==> config.mk <==
export PLATFORM = sky130hd
export DESIGN_NAME = spi_master_param_flat
export DESIGN_NICKNAME = d
export VERILOG_FILES = /design/src/rtl/spi_master_param_if.sv /design/src/rtl/spi_master_param.sv /design/src/flat_wrapper.sv
export SDC_FILE = /design/constraint.sdc
export NUM_CORES = 1
export LEC_CHECK = 0
export BUFFER_PORTS_ARGS = -buffer_cell sky130_fd_sc_hd__buf_2
export CAP_MARGIN = 20
export CORE_AREA = 2 2 68 70
export DETAILED_ROUTE_END_ITERATION = 16
export DIE_AREA = 0 0 70 72
export PLACE_DENSITY = 0.76
export SLEW_MARGIN = 10
export SYNTH_ARGS = -nofsm -noshare
export SYNTH_HDL_FRONTEND = slang
export SYNTH_SLANG_ARGS = --single-unit
==> constraint.sdc <==
create_clock -name clk -period 5.5 [get_ports clk]
set_clock_uncertainty 0.2 [all_clocks]
set_input_delay 0.275 -clock clk [delete_from_list [all_inputs] [get_ports clk]]
set_output_delay 0.275 -clock clk [all_outputs]
set_load 0.05 [all_outputs]
==> src/rtl/spi_master_param_if.sv <==
// Control-side handshake bundle for spi_master_param: start request with the
// per-transfer settings, and busy/done/rx_data status back to the requester.
interface spi_master_param_if #(
    parameter int WIDTH = 8,
    parameter int SEL_W = 1
);
    logic             start;
    logic [WIDTH-1:0] tx_data;
    logic [SEL_W-1:0] ss_sel;
    logic             cpol;
    logic             cpha;
    logic             busy;
    logic             done;
    logic [WIDTH-1:0] rx_data;

    // Requester side: issues transfers and observes completion.
    modport master (
        output start, tx_data, ss_sel, cpol, cpha,
        input  busy, done, rx_data
    );

    // SPI engine side: accepts transfers and reports completion.
    modport slave (
        input  start, tx_data, ss_sel, cpol, cpha,
        output busy, done, rx_data
    );
endinterface

==> src/rtl/spi_master_param.sv <==
// Parametrised full-duplex SPI master. One WIDTH-bit word per transfer, any of
// the four CPOL/CPHA modes chosen per transfer, selectable bit order, sclk
// half-period of CLK_DIV clk cycles, one of NUM_SS active-low slave selects.
// Sequence: IDLE -> SETUP (CLK_DIV cycles) -> SHIFT (2*WIDTH sclk edges)
// -> HOLD (CLK_DIV cycles) -> IDLE with a one-cycle done pulse.
module spi_master_param #(
    parameter int WIDTH     = 8,
    parameter int CLK_DIV   = 2,
    parameter int NUM_SS    = 2,
    parameter int SEL_W     = 1,
    parameter int MSB_FIRST = 1
) (
    input  logic                clk,
    input  logic                reset,
    spi_master_param_if.slave   ctrl,
    input  logic                miso,
    output logic                mosi,
    output logic                sclk,
    output logic [NUM_SS-1:0]   ss_n
);

    localparam int EDGES  = 2 * WIDTH;
    localparam int EDGE_W = $clog2(EDGES);
    localparam int DIV_W  = (CLK_DIV > 1) ? $clog2(CLK_DIV) : 1;

    typedef enum logic [1:0] {
        IDLE,
        SETUP,
        SHIFT,
        HOLD
    } state_t;

    state_t              state;
    logic [DIV_W-1:0]    div_cnt;
    logic [EDGE_W-1:0]   edge_cnt;
    logic [WIDTH-1:0]    tx_sr;
    logic [WIDTH-1:0]    rx_sr;
    logic                cpha_l;
    logic [NUM_SS-1:0]   ss_dec;

    // One tick per sclk half-period while SETUP/SHIFT/HOLD are timing out.
    logic tick;
    logic last_edge;
    logic leading;

    assign tick      = (div_cnt == DIV_W'(CLK_DIV - 1));
    assign last_edge = (edge_cnt == EDGE_W'(EDGES - 1));
    assign leading   = ~edge_cnt[0];

    // Slave-select decode of the requested index; an out-of-range index
    // leaves every line deasserted while the transfer still runs.
    generate
        for (genvar gi = 0; gi < NUM_SS; gi++) begin : g_ss_dec
            assign ss_dec[gi] = (ctrl.ss_sel != SEL_W'(gi));
        end
    endgenerate

    // Bit that goes out next, according to the configured bit order.
    function automatic logic out_bit(input logic [WIDTH-1:0] w);
        if (MSB_FIRST != 0)
            return w[WIDTH-1];
        else
            return w[0];
    endfunction

    // Drop the bit just presented so the next one moves into place.
    function automatic logic [WIDTH-1:0] shift_out(input logic [WIDTH-1:0] w);
        if (MSB_FIRST != 0)
            return {w[WIDTH-2:0], 1'b0};
        else
            return {1'b0, w[WIDTH-1:1]};
    endfunction

    // Append a received bit so the first bit ends up in the first-sent slot.
    function automatic logic [WIDTH-1:0] shift_in(input logic [WIDTH-1:0] w,
                                                  input logic b);
        if (MSB_FIRST != 0)
            return {w[WIDTH-2:0], b};
        else
            return {b, w[WIDTH-1:1]};
    endfunction

    // Transfer sequencer: state, dividers, shift registers and all outputs.
    always_ff @(posedge clk or negedge reset) begin
        if (!reset) begin
            state        <= IDLE;
            div_cnt      <= '0;
            edge_cnt     <= '0;
            tx_sr        <= '0;
            rx_sr        <= '0;
            cpha_l       <= 1'b0;
            sclk         <= 1'b0;
            mosi         <= 1'b0;
            ss_n         <= '1;
            ctrl.busy    <= 1'b0;
            ctrl.done    <= 1'b0;
            ctrl.rx_data <= '0;
        end else begin
            ctrl.done <= 1'b0;
            case (state)
                IDLE: begin
                    // Track cpol continuously so the idle level is right
                    // before any slave select goes low.
                    sclk <= ctrl.cpol;
                    if (ctrl.start) begin
                        state     <= SETUP;
                        div_cnt   <= '0;
                        edge_cnt  <= '0;
                        cpha_l    <= ctrl.cpha;
                        ss_n      <= ss_dec;
                        ctrl.busy <= 1'b1;
                        if (!ctrl.cpha) begin
                            // CPHA=0 puts the first bit out before any edge.
                            mosi  <= out_bit(ctrl.tx_data);
                            tx_sr <= shift_out(ctrl.tx_data);
                        end else begin
                            tx_sr <= ctrl.tx_data;
                        end
                    end
                end

                SETUP, SHIFT: begin
                    if (tick) begin
                        div_cnt  <= '0;
                        sclk     <= ~sclk;
                        edge_cnt <= edge_cnt + 1'b1;
                        if (leading) begin
                            if (cpha_l) begin
                                mosi  <= out_bit(tx_sr);
                                tx_sr <= shift_out(tx_sr);
                            end else begin
                                rx_sr <= shift_in(rx_sr, miso);
                            end
                        end else begin
                            if (cpha_l) begin
                                rx_sr <= shift_in(rx_sr, miso);
                            end else if (!last_edge) begin
                                mosi  <= out_bit(tx_sr);
                                tx_sr <= shift_out(tx_sr);
                            end
                        end
                        state <= last_edge ? HOLD : SHIFT;
                    end else begin
                        div_cnt <= div_cnt + 1'b1;
                    end
                end

                HOLD: begin
                    if (tick) begin
                        div_cnt      <= '0;
                        state        <= IDLE;
                        ss_n         <= '1;
                        ctrl.busy    <= 1'b0;
                        ctrl.done    <= 1'b1;
                        ctrl.rx_data <= rx_sr;
                    end else begin
                        div_cnt <= div_cnt + 1'b1;
                    end
                end

                default: state <= IDLE;
            endcase
        end
    end

endmodule

==> src/flat_wrapper.sv <==
// flat-port wrapper written by rule: the top's interface ports become plain ports
module spi_master_param_flat 
#(
    parameter int WIDTH     = 8,
    parameter int CLK_DIV   = 2,
    parameter int NUM_SS    = 2,
    parameter int SEL_W     = 1,
    parameter int MSB_FIRST = 1
)
  (clk, reset, miso, mosi, sclk, ss_n, ctrl_start, ctrl_tx_data, ctrl_ss_sel, ctrl_cpol, ctrl_cpha, ctrl_busy, ctrl_done, ctrl_rx_data);
  spi_master_param_if #(.WIDTH(WIDTH), .SEL_W(SEL_W)) ctrl_i ();
  input  logic clk;
  input  logic reset;
  input  logic miso;
  output logic mosi;
  output logic sclk;
  output logic [NUM_SS-1:0] ss_n;
  input wire logic [$bits(ctrl_i.start)-1:0] ctrl_start;
  input wire logic [$bits(ctrl_i.tx_data)-1:0] ctrl_tx_data;
  input wire logic [$bits(ctrl_i.ss_sel)-1:0] ctrl_ss_sel;
  input wire logic [$bits(ctrl_i.cpol)-1:0] ctrl_cpol;
  input wire logic [$bits(ctrl_i.cpha)-1:0] ctrl_cpha;
  output wire logic [$bits(ctrl_i.busy)-1:0] ctrl_busy;
  output wire logic [$bits(ctrl_i.done)-1:0] ctrl_done;
  output wire logic [$bits(ctrl_i.rx_data)-1:0] ctrl_rx_data;
  assign ctrl_i.start = ctrl_start;
  assign ctrl_i.tx_data = ctrl_tx_data;
  assign ctrl_i.ss_sel = ctrl_ss_sel;
  assign ctrl_i.cpol = ctrl_cpol;
  assign ctrl_i.cpha = ctrl_cpha;
  assign ctrl_busy = ctrl_i.busy;
  assign ctrl_done = ctrl_i.done;
  assign ctrl_rx_data = ctrl_i.rx_data;
  spi_master_param #(.WIDTH(WIDTH), .CLK_DIV(CLK_DIV), .NUM_SS(NUM_SS), .SEL_W(SEL_W), .MSB_FIRST(MSB_FIRST)) u_core (.clk(clk), .reset(reset), .ctrl(ctrl_i), .miso(miso), .mosi(mosi), .sclk(sclk), .ss_n(ss_n));
endmodule
==> run metrics, run 1 <==
max capacitance violation total 0; multi-input combinational cell area between 900 and 1000 µm²; path type of the worst setup path reg -> reg; unrepaired setup endpoints after global routing false; post-route core utilization about 53%; final period demand of the worst path 2.69 ns; transition time at the pin with the least slew margin 0.984 ns; worst IR drop on VDD 0.350 mV; via count around 1.3k; Filler Cell Count 392; total number of clock tree sinks 38; setup_tns 0 ns; chip width 70 µm; dominant cells by area after synthesis sky130_fd_sc_hd__dfrtp_1 45%, sky130_fd_sc_hd__mux2_2 9.7%, sky130_fd_sc_hd__mux2_4 6.1%; Die Height 72 µm; starting utilization of the core area 46.4%; CP arrival around 2.7 ns; startpoint of the lowest-slack hold path miso; Layout Cells excl Fill about 250; number of buffers inserted by port buffering 28; Max-slew headroom 34.4%; number of instances in the synthesized netlist ~170; number of nets still failing antenna checks after routing 0; most frequent cells in the layout 36 x sky130_fd_sc_hd__dfrtp_1, 28 x sky130_fd_sc_hd__buf_2, 17 x sky130_fd_sc_hd__mux2_2, 16 x sky130_fd_sc_hd__nand2_1, 14 x sky130_fd_sc_hd__o21ai_0; required time worst endpoint approximately 5.5 ns; area fraction of the dominant cell type after synthesis roughly 45%; via count of the first global-routing pass 1,337; drt drc 0; IO Pins 29; total nets after synthesis 193; post-CTS resize count 0; Reg-to-Reg Start u_core.state[0]; number of enable flip-flop cells after synthesis 0; final setup violation count 0; Worst-path clk slew 0.08 ns; placeable core region 4260 µm²; area growth from synthesis to final layout 13.3%; layout net count 220; hold violation total from the final report 0; Post-Synthesis Mean Instance Area around 11 µm²; clk_lat worst skew 0.29 ns; part of the cycle the worst path needs 48.9%; Detailed Place HPWL roughly 2300 µm; path class of the lowest-slack min-delay path in -> reg; total clock buffers created by CTS 5; Cell Rows 24; CTS tree done; share of layout cells above drive strength 1 ~34%; post-synthesis sequential area ratio around half; PwrDens 713 nW/µm²; Overflow after GRT 0; max-slew violation total from the final report 0; FF+latch area 953 µm²; Pre-Repair DR Iteration Count 4; total standard cell area after synthesis 1980 µm²; # H-tree levels 2; most frequent standard cell in the layout excluding fill and tap cells sky130_fd_sc_hd__dfrtp_1; Synth area leader sky130_fd_sc_hd__dfrtp_1; capturing element type of the critical path register; drt wl/cell approximately 14 µm; asr flop ratio synth 100%; register bit total from synthesis 38; worst slack after detailed placement roughly 2.8 ns; via-per-instance ratio 5.29; Detailed Route Iter0 Violations 82; final critical-path setup slack between 2 and 3 ns; tightest hold margin 0.0225 ns; count of unique library cells instantiated by Yosys 38; maximum fanout along the worst path 33; global-route wire length before repair 6040 µm; final wirelength 3470 µm; status finished, final reports clean; critical path launch point type register; achievable clock frequency 0.372 GHz; initial antenna violation count 0; maximum number of pins on one net before global-route repair 39; clock root cell sky130_fd_sc_hd__clkbuf_8; Warnings, synthesis 0; Placed Instances 245; CTS Buffer Depth 2; CP Launch Point u_core.state[0]; GPL Wtd Cong 0.768; main flop type after synthesis sky130_fd_sc_hd__dfrtp_1; GRT Util Overall 15.0%; final antenna diode count 0; static leakage power 0.00109 µW; Die Outline Area roughly 5000 µm²
==> power breakdown <==
part | leakage, µW | internal, µW | total, µW | switching, µW
clock network | 0.0000472 | 101 | 200 | 99.0
logic | 0.000568 | 388 | 888 | 500
registers | 0.000470 | 416 | 512 | 95.5
==> cells in the mapped netlist, types with 2 or more instances <==
cell                       count
sky130_fd_sc_hd__dfrtp_1      36
sky130_fd_sc_hd__mux2_2       17
sky130_fd_sc_hd__nand2_1      16
sky130_fd_sc_hd__o21ai_0      14
sky130_fd_sc_hd__mux2i_1      11
sky130_fd_sc_hd__inv_1         8
sky130_fd_sc_hd__mux2_4        8
sky130_fd_sc_hd__nor2_1        8
sky130_fd_sc_hd__a21oi_1       5
sky130_fd_sc_hd__buf_2         5
sky130_fd_sc_hd__ha_1          4
sky130_fd_sc_hd__nand2b_1      4
sky130_fd_sc_hd__nor2b_1       4
sky130_fd_sc_hd__clkbuf_1      3
sky130_fd_sc_hd__nor3_1        3
sky130_fd_sc_hd__and4_1        2
sky130_fd_sc_hd__dfstp_2       2
sky130_fd_sc_hd__nand3_1       2
sky130_fd_sc_hd__nand4_1       2
sky130_fd_sc_hd__o22ai_1       2
==> final cells by class <==
cell class | count | share of cell area (%)
Clock inverter | 2 | 0.558
Clock buffer | 6 | 3.68
Multi-Input combinational cell | 119 | 42.3
Timing Repair Buffer | 29 | 6.69
Inverter | 8 | 1.34
Sequential cell | 38 | 42.5
Tap cell | 52 | 2.90
==> worst paths after layout <==
path | end | slack, ns | depth (start not counted)
max reg2reg | u_core.tx_sr[5] | 2.81 | 6
max | u_core.tx_sr[5] | 2.81 | 6
min | u_core.rx_sr[0] | 0.02 | 2
min reg2reg | u_core.ctrl.rx_data[6] | 0.30 | 1
max in group asynchronous | u_core.sclk | 4.15 | 2
min in group asynchronous | u_core.state[0] | 0.42 | 2
==> stage by stage <==
step                power (µW)  cell area (µm²)
finish                    1600             2240
global route              1720             2240
CTS                       1610             2240
detailed placement        1400             2140
global placement          1370             2140
floorplan                 1260             1980
==> per-layer routing <==
layer | vias up | track usage [%] | part of all wire (%)
li1 | 668 | - | -
met1 | 644 | 19.3 | 49
met2 | 28 | 24.3 | 45
met3 | 4 | 4.17 | 4.7
met4 | 0 | 5.77 | 0.98
met5 | - | 0 | 0
==> cells by family (layout without fill, tap and decap cells) <==
family,count (synthesis),after routing,synth area share (%)
and+or+nand+nor,46,46,12.6
buffers and inverters,17,45,3.92
muxes,36,36,21.3
xor gates and xnor gates,1,1,0.442
DFF,38,38,48.1
AOI/OAI and AO/OA,32,32,11.1
adders and majority gates,4,4,2.53
==> flip-flops by register name (all words and copies together) (netlist names), 2 cells and up <==
signal               count
u_core.state             2
u_core.ctrl.rx_data      8
u_core.tx_sr             8
u_core.edge_cnt          4
u_core.ss_n              2
u_core.rx_sr             8
==> worst max-delay path, stage by stage (launching register included) <==
cell and delay [ns]:
sky130_fd_sc_hd__dfrtp_1 0.38, sky130_fd_sc_hd__inv_1 0.07, sky130_fd_sc_hd__ha_1 0.94, sky130_fd_sc_hd__nor2b_1 0.43, sky130_fd_sc_hd__nor3_4 0.07, sky130_fd_sc_hd__nand2_4 0.16, sky130_fd_sc_hd__mux2_4 0.32
==> repair_timing <==
| action | 4_1_cts | 5_1_grt |
|---|---|---|
| hold endpoints to repair | 36 | 0 |
| setup buffers | 0 | 0 |
| hold buffers | 1 | 0 |
No activity file was read; power rests on OpenSTA's default activity.
==> run 2, diff against run 1 <==
ABC_AREA = 1   (was unset)
CORE_AREA = 2 2 67 69   (was 2 2 68 70)
DIE_AREA = 0 0 69 71   (was 0 0 70 72)
PLACE_DENSITY = 0.75   (was 0.76)
clock period = 2.5 ns   (was 5.5 ns; I/O delays follow)
==> run 2 against run 1 <==
- global-route usage up 1.5 points
- largest power group unchanged
- power is 100% higher
- sequential power up 100%
- routed wire length grew 4.3%
- critical path depth unchanged
- non-clock buffer count grew 8
- register-to-register slack got worse by 2.4 ns
- first-iteration DRC count decreased by 7.3%
- sequential cell count unchanged
- worst hold slack improved by 0.063 ns
==> run metrics, run 2 <==
PwrDens 1450 nW/µm² (+100%); Max-slew headroom 44.2% (+9.8 points); met1 usage 21.7% (+2.3 points); Post-Synthesis Mean Instance Area 7.87 µm² (-31%); IO Pins 29 (unchanged); register bit total from synthesis 38 (unchanged); total number of clock tree sinks 38 (unchanged); post-synthesis sequential area ratio 50.1% (+1.9 points); path type of the worst setup path reg -> reg; Worst-path clk slew 0.07 ns (about the same); number of instances in the synthesized netlist 242 (+39%); final wirelength 3610 µm (+4.3%); CTS Buffer Depth 2 (unchanged); Die Height 71 µm (-1.4%); most frequent cells in the layout 100 x sky130_fd_sc_hd__nand2_1, 36 x sky130_fd_sc_hd__dfrtp_1, 28 x sky130_fd_sc_hd__buf_2, 16 x sky130_fd_sc_hd__inv_1, 16 x sky130_fd_sc_hd__nand3_1; final period demand of the worst path 2.13 ns (-0.560 ns); GRT Util Overall 16.5% (+1.5 points); Warnings, synthesis 0 (unchanged); CTS tree done; combinational share of power 55.8% (+0.3 points); Overflow after GRT 0 (unchanged); initial antenna violation count 0 (unchanged); chip width 69 µm (-1.4%); asr flop ratio synth 100% (unchanged); Layout Cells excl Fill 333 (+31%); Pre-Repair DR Iteration Count 4 (unchanged); drt wl/cell 10.9 µm (-20%); Internal Dissipation 1610 µW (+78%); clk_lat worst skew 0.28 ns (about the same); count of unique library cells instantiated by Yosys 23 (-39%); hold violation total from the final report 0 (unchanged); number of nets still failing antenna checks after routing 0 (unchanged); total standard cell area after synthesis 1900 µm² (-3.9%); critical path launch point type register; static leakage power 0.00120 µW (+10%); global-route met3 utilization 3.99% (-0.18 points); area fraction of the dominant cell type after synthesis 47.3% (+1.8 points); drt drc 0 (unchanged); top flop regs u_core.ctrl.rx_data x8, u_core.rx_sr x8, u_core.tx_sr x8; minimum setup slack among reg-to-reg paths 0.37 ns (-2.44 ns); worst flop-to-flop path endpoint u_core.ss_n[1]; count of buffers added by post-CTS timing repair for setup 0 (unchanged); total clock buffers created by CTS 5 (unchanged); Sw Ratio 50.3% (+6.9 points); maximum number of pins on one net before global-route repair 39 (unchanged); max-slew violation total from the final report 0 (unchanged); Reg-to-Reg Start u_core.state[0]; Worst Reg-to-Reg Cells 6 (unchanged); worst setup path endpoint u_core.ss_n[1]; CP arrival 2.15 ns (-0.51 ns); # H-tree levels 2 (unchanged); portion of total power attributed to the clock network 12.2% (-0.3 points); dominant cells by area after synthesis sky130_fd_sc_hd__dfrtp_1 47%, sky130_fd_sc_hd__nand2_1 20%, sky130_fd_sc_hd__nand3_1 4.2%; CP Launch Point u_core.state[0]; total nets after synthesis 261 (+35%); starting utilization of the core area 45.3% (-1.2 points); leading post-synthesis cells by instance count 100 x sky130_fd_sc_hd__nand2_1, 36 x sky130_fd_sc_hd__dfrtp_1, 16 x sky130_fd_sc_hd__inv_1, 16 x sky130_fd_sc_hd__nand3_1, 15 x sky130_fd_sc_hd__o21ai_0; setup_tns 0 ns (unchanged); max capacitance violation total 0 (unchanged); part of the cycle the worst path needs 85.1% (+36 points); clock root cell sky130_fd_sc_hd__clkbuf_8; required time worst endpoint 2.52 ns (-2.95 ns); area growth from synthesis to final layout 17.5%; tightest hold margin 0.0857 ns (+0.0632 ns); number of enable flip-flop cells after synthesis 0 (unchanged); main flop type after synthesis sky130_fd_sc_hd__dfrtp_1; Cell Rows 24 (unchanged); GPL Wtd Cong 0.820 (+6.8%); achievable clock frequency 0.470 GHz (+26%); via count 1,589 (+18%); transition time at the pin with the least slew margin 0.836 ns (-0.147 ns); via count of the first global-routing pass 1,479 (+11%); power spent charging and discharging nets 1630 µW (+130%); path class of the lowest-slack min-delay path in -> reg; layout net count 299 (+36%); capturing element type of the critical path register; Placed Instances 317 (+29%); Die Outline Area 4900 µm² (-2.8%); share of layout cells above drive strength 1 20.6% (-13 points); global-route wire length before repair 6400 µm (+5.9%); register share of total power 32.0% (about the same); final antenna diode count 0 (unchanged); final setup violation count 0 (unchanged); routing layer with the top usage in global route met2; number of buffers inserted by port buffering 28 (unchanged); status finished, final reports clean; post-CTS resize count 0 (unchanged); met2 global-route usage 25.9% (+1.5 points); Synth area leader sky130_fd_sc_hd__dfrtp_1; Detailed Route Iter0 Violations 76 (-7.3%); via-per-instance ratio 4.77 (-9.8%); unrepaired setup endpoints after global routing false; maximum fanout along the worst path 17 (-48%); cell with the most instances after synthesis sky130_fd_sc_hd__nand2_1; worst IR drop on VDD 0.681 mV (+95%); most frequent standard cell in the layout excluding fill and tap cells sky130_fd_sc_hd__nand2_1; placeable core region 4200 µm² (-1.4%); Detailed Place HPWL 2560 µm (+9.8%); Filler Cell Count 428 (+9.2%)
run 2: cell types whose count changed in the layout (fill, tap and decap cells not counted), sizes merged, moves of 3 or more:
cell and delta:
mux2i -11, nand2 +90, dlygate4sd3 +7, inv +13, nand3 +15, o21ai +10, nor2b -5, nor2 +6
nand2b -4, nor3 -3, mux2 -25
run 2: layout make-up:
cell class | count | area (µm²) | area share [%]
inverters | 21 | 78.8 | 3.52
clock inverters | 2 | 10.0 | 0.447
multi-input cells | 177 | 830 | 37.1
clock buffers | 6 | 72.6 | 3.24
well taps | 52 | 65.1 | 2.91
repair buffers | 37 | 228 | 10.2
flip-flops and latches | 38 | 953 | 42.6
run 2: worst min path at each step:
stage,from,end,slack [ns],cells past startpoint
after detailed placement,reset,u_core.tx_sr[4],0.07,1
after CTS,ctrl_tx_data[3],u_core.tx_sr[4],0.09,7
after global routing,ctrl_tx_data[4],u_core.tx_sr[5],0.12,7
after global placement,reset,u_core.tx_sr[4],0.07,1
final,ctrl_tx_data[3],u_core.tx_sr[4],0.09,7
after floorplan,reset,u_core.cpha_l,-0.37,0
run 2: worst max-delay path: stages (launching register included):
cell,delay [ns]
sky130_fd_sc_hd__dfrtp_1,0.35
sky130_fd_sc_hd__ha_1,0.35
sky130_fd_sc_hd__nand2_2,0.27
sky130_fd_sc_hd__nand2_1,0.16
sky130_fd_sc_hd__a21oi_1,0.07
sky130_fd_sc_hd__a21oi_1,0.10
sky130_fd_sc_hd__dlygate4sd3_1,0.55
run 2: per-stage QoR:
stage | worst slack (ns) | area, µm² | total power [µW] | util [%]
finish | 0.373 | 2240 | 3240 | 53.2
global route | 0.190 | 2240 | 3550 | 53.2
CTS | 0.356 | 2240 | 3270 | 53.2
detailed placement | 0.595 | 2070 | 2850 | 49.3
global placement | 0.647 | 2070 | 2810 | 49.3
floorplan | 0.818 | 1900 | 2500 | -
run 2: kinds of logic (layout without fill, tap and decap cells):
group | Yosys count | after routing | share of synthesized area (%)
compound gates | 32 | 32 | 9.46
fa+ha+maj | 4 | 4 | 2.63
buf+inv | 27 | 66 | 6.37
flops | 38 | 38 | 50.1
simple gates | 141 | 141 | 31.5
run 2: metal layers:
| layer | share of wire [%] | vias to the layer above | wire [µm] |
|---|---|---|---|
| li1 | - | 839 | - |
| met1 | 49 | 724 | 1750 |
| met2 | 47 | 21 | 1690 |
| met3 | 2.6 | 5 | 94 |
| met4 | 2.0 | 0 | 72 |
| met5 | 0 | - | 0 |
run 2: repair_timing:
action / 4_1_cts / 5_1_grt
hold endpoints to repair: 43 / 0
hold buffers: 8 / 0
endpoints found under the setup margin: 0 / 0
run 2: power by group through the flow:
stage               registers (µW)  logic [µW]  clock network, µW
floorplan                     1340        1150                  0
global placement              1040        1770                  0
detailed placement            1050        1800                  0
CTS                           1040        1820                408
global route                  1070        2050                437
finish                        1040        1810                395
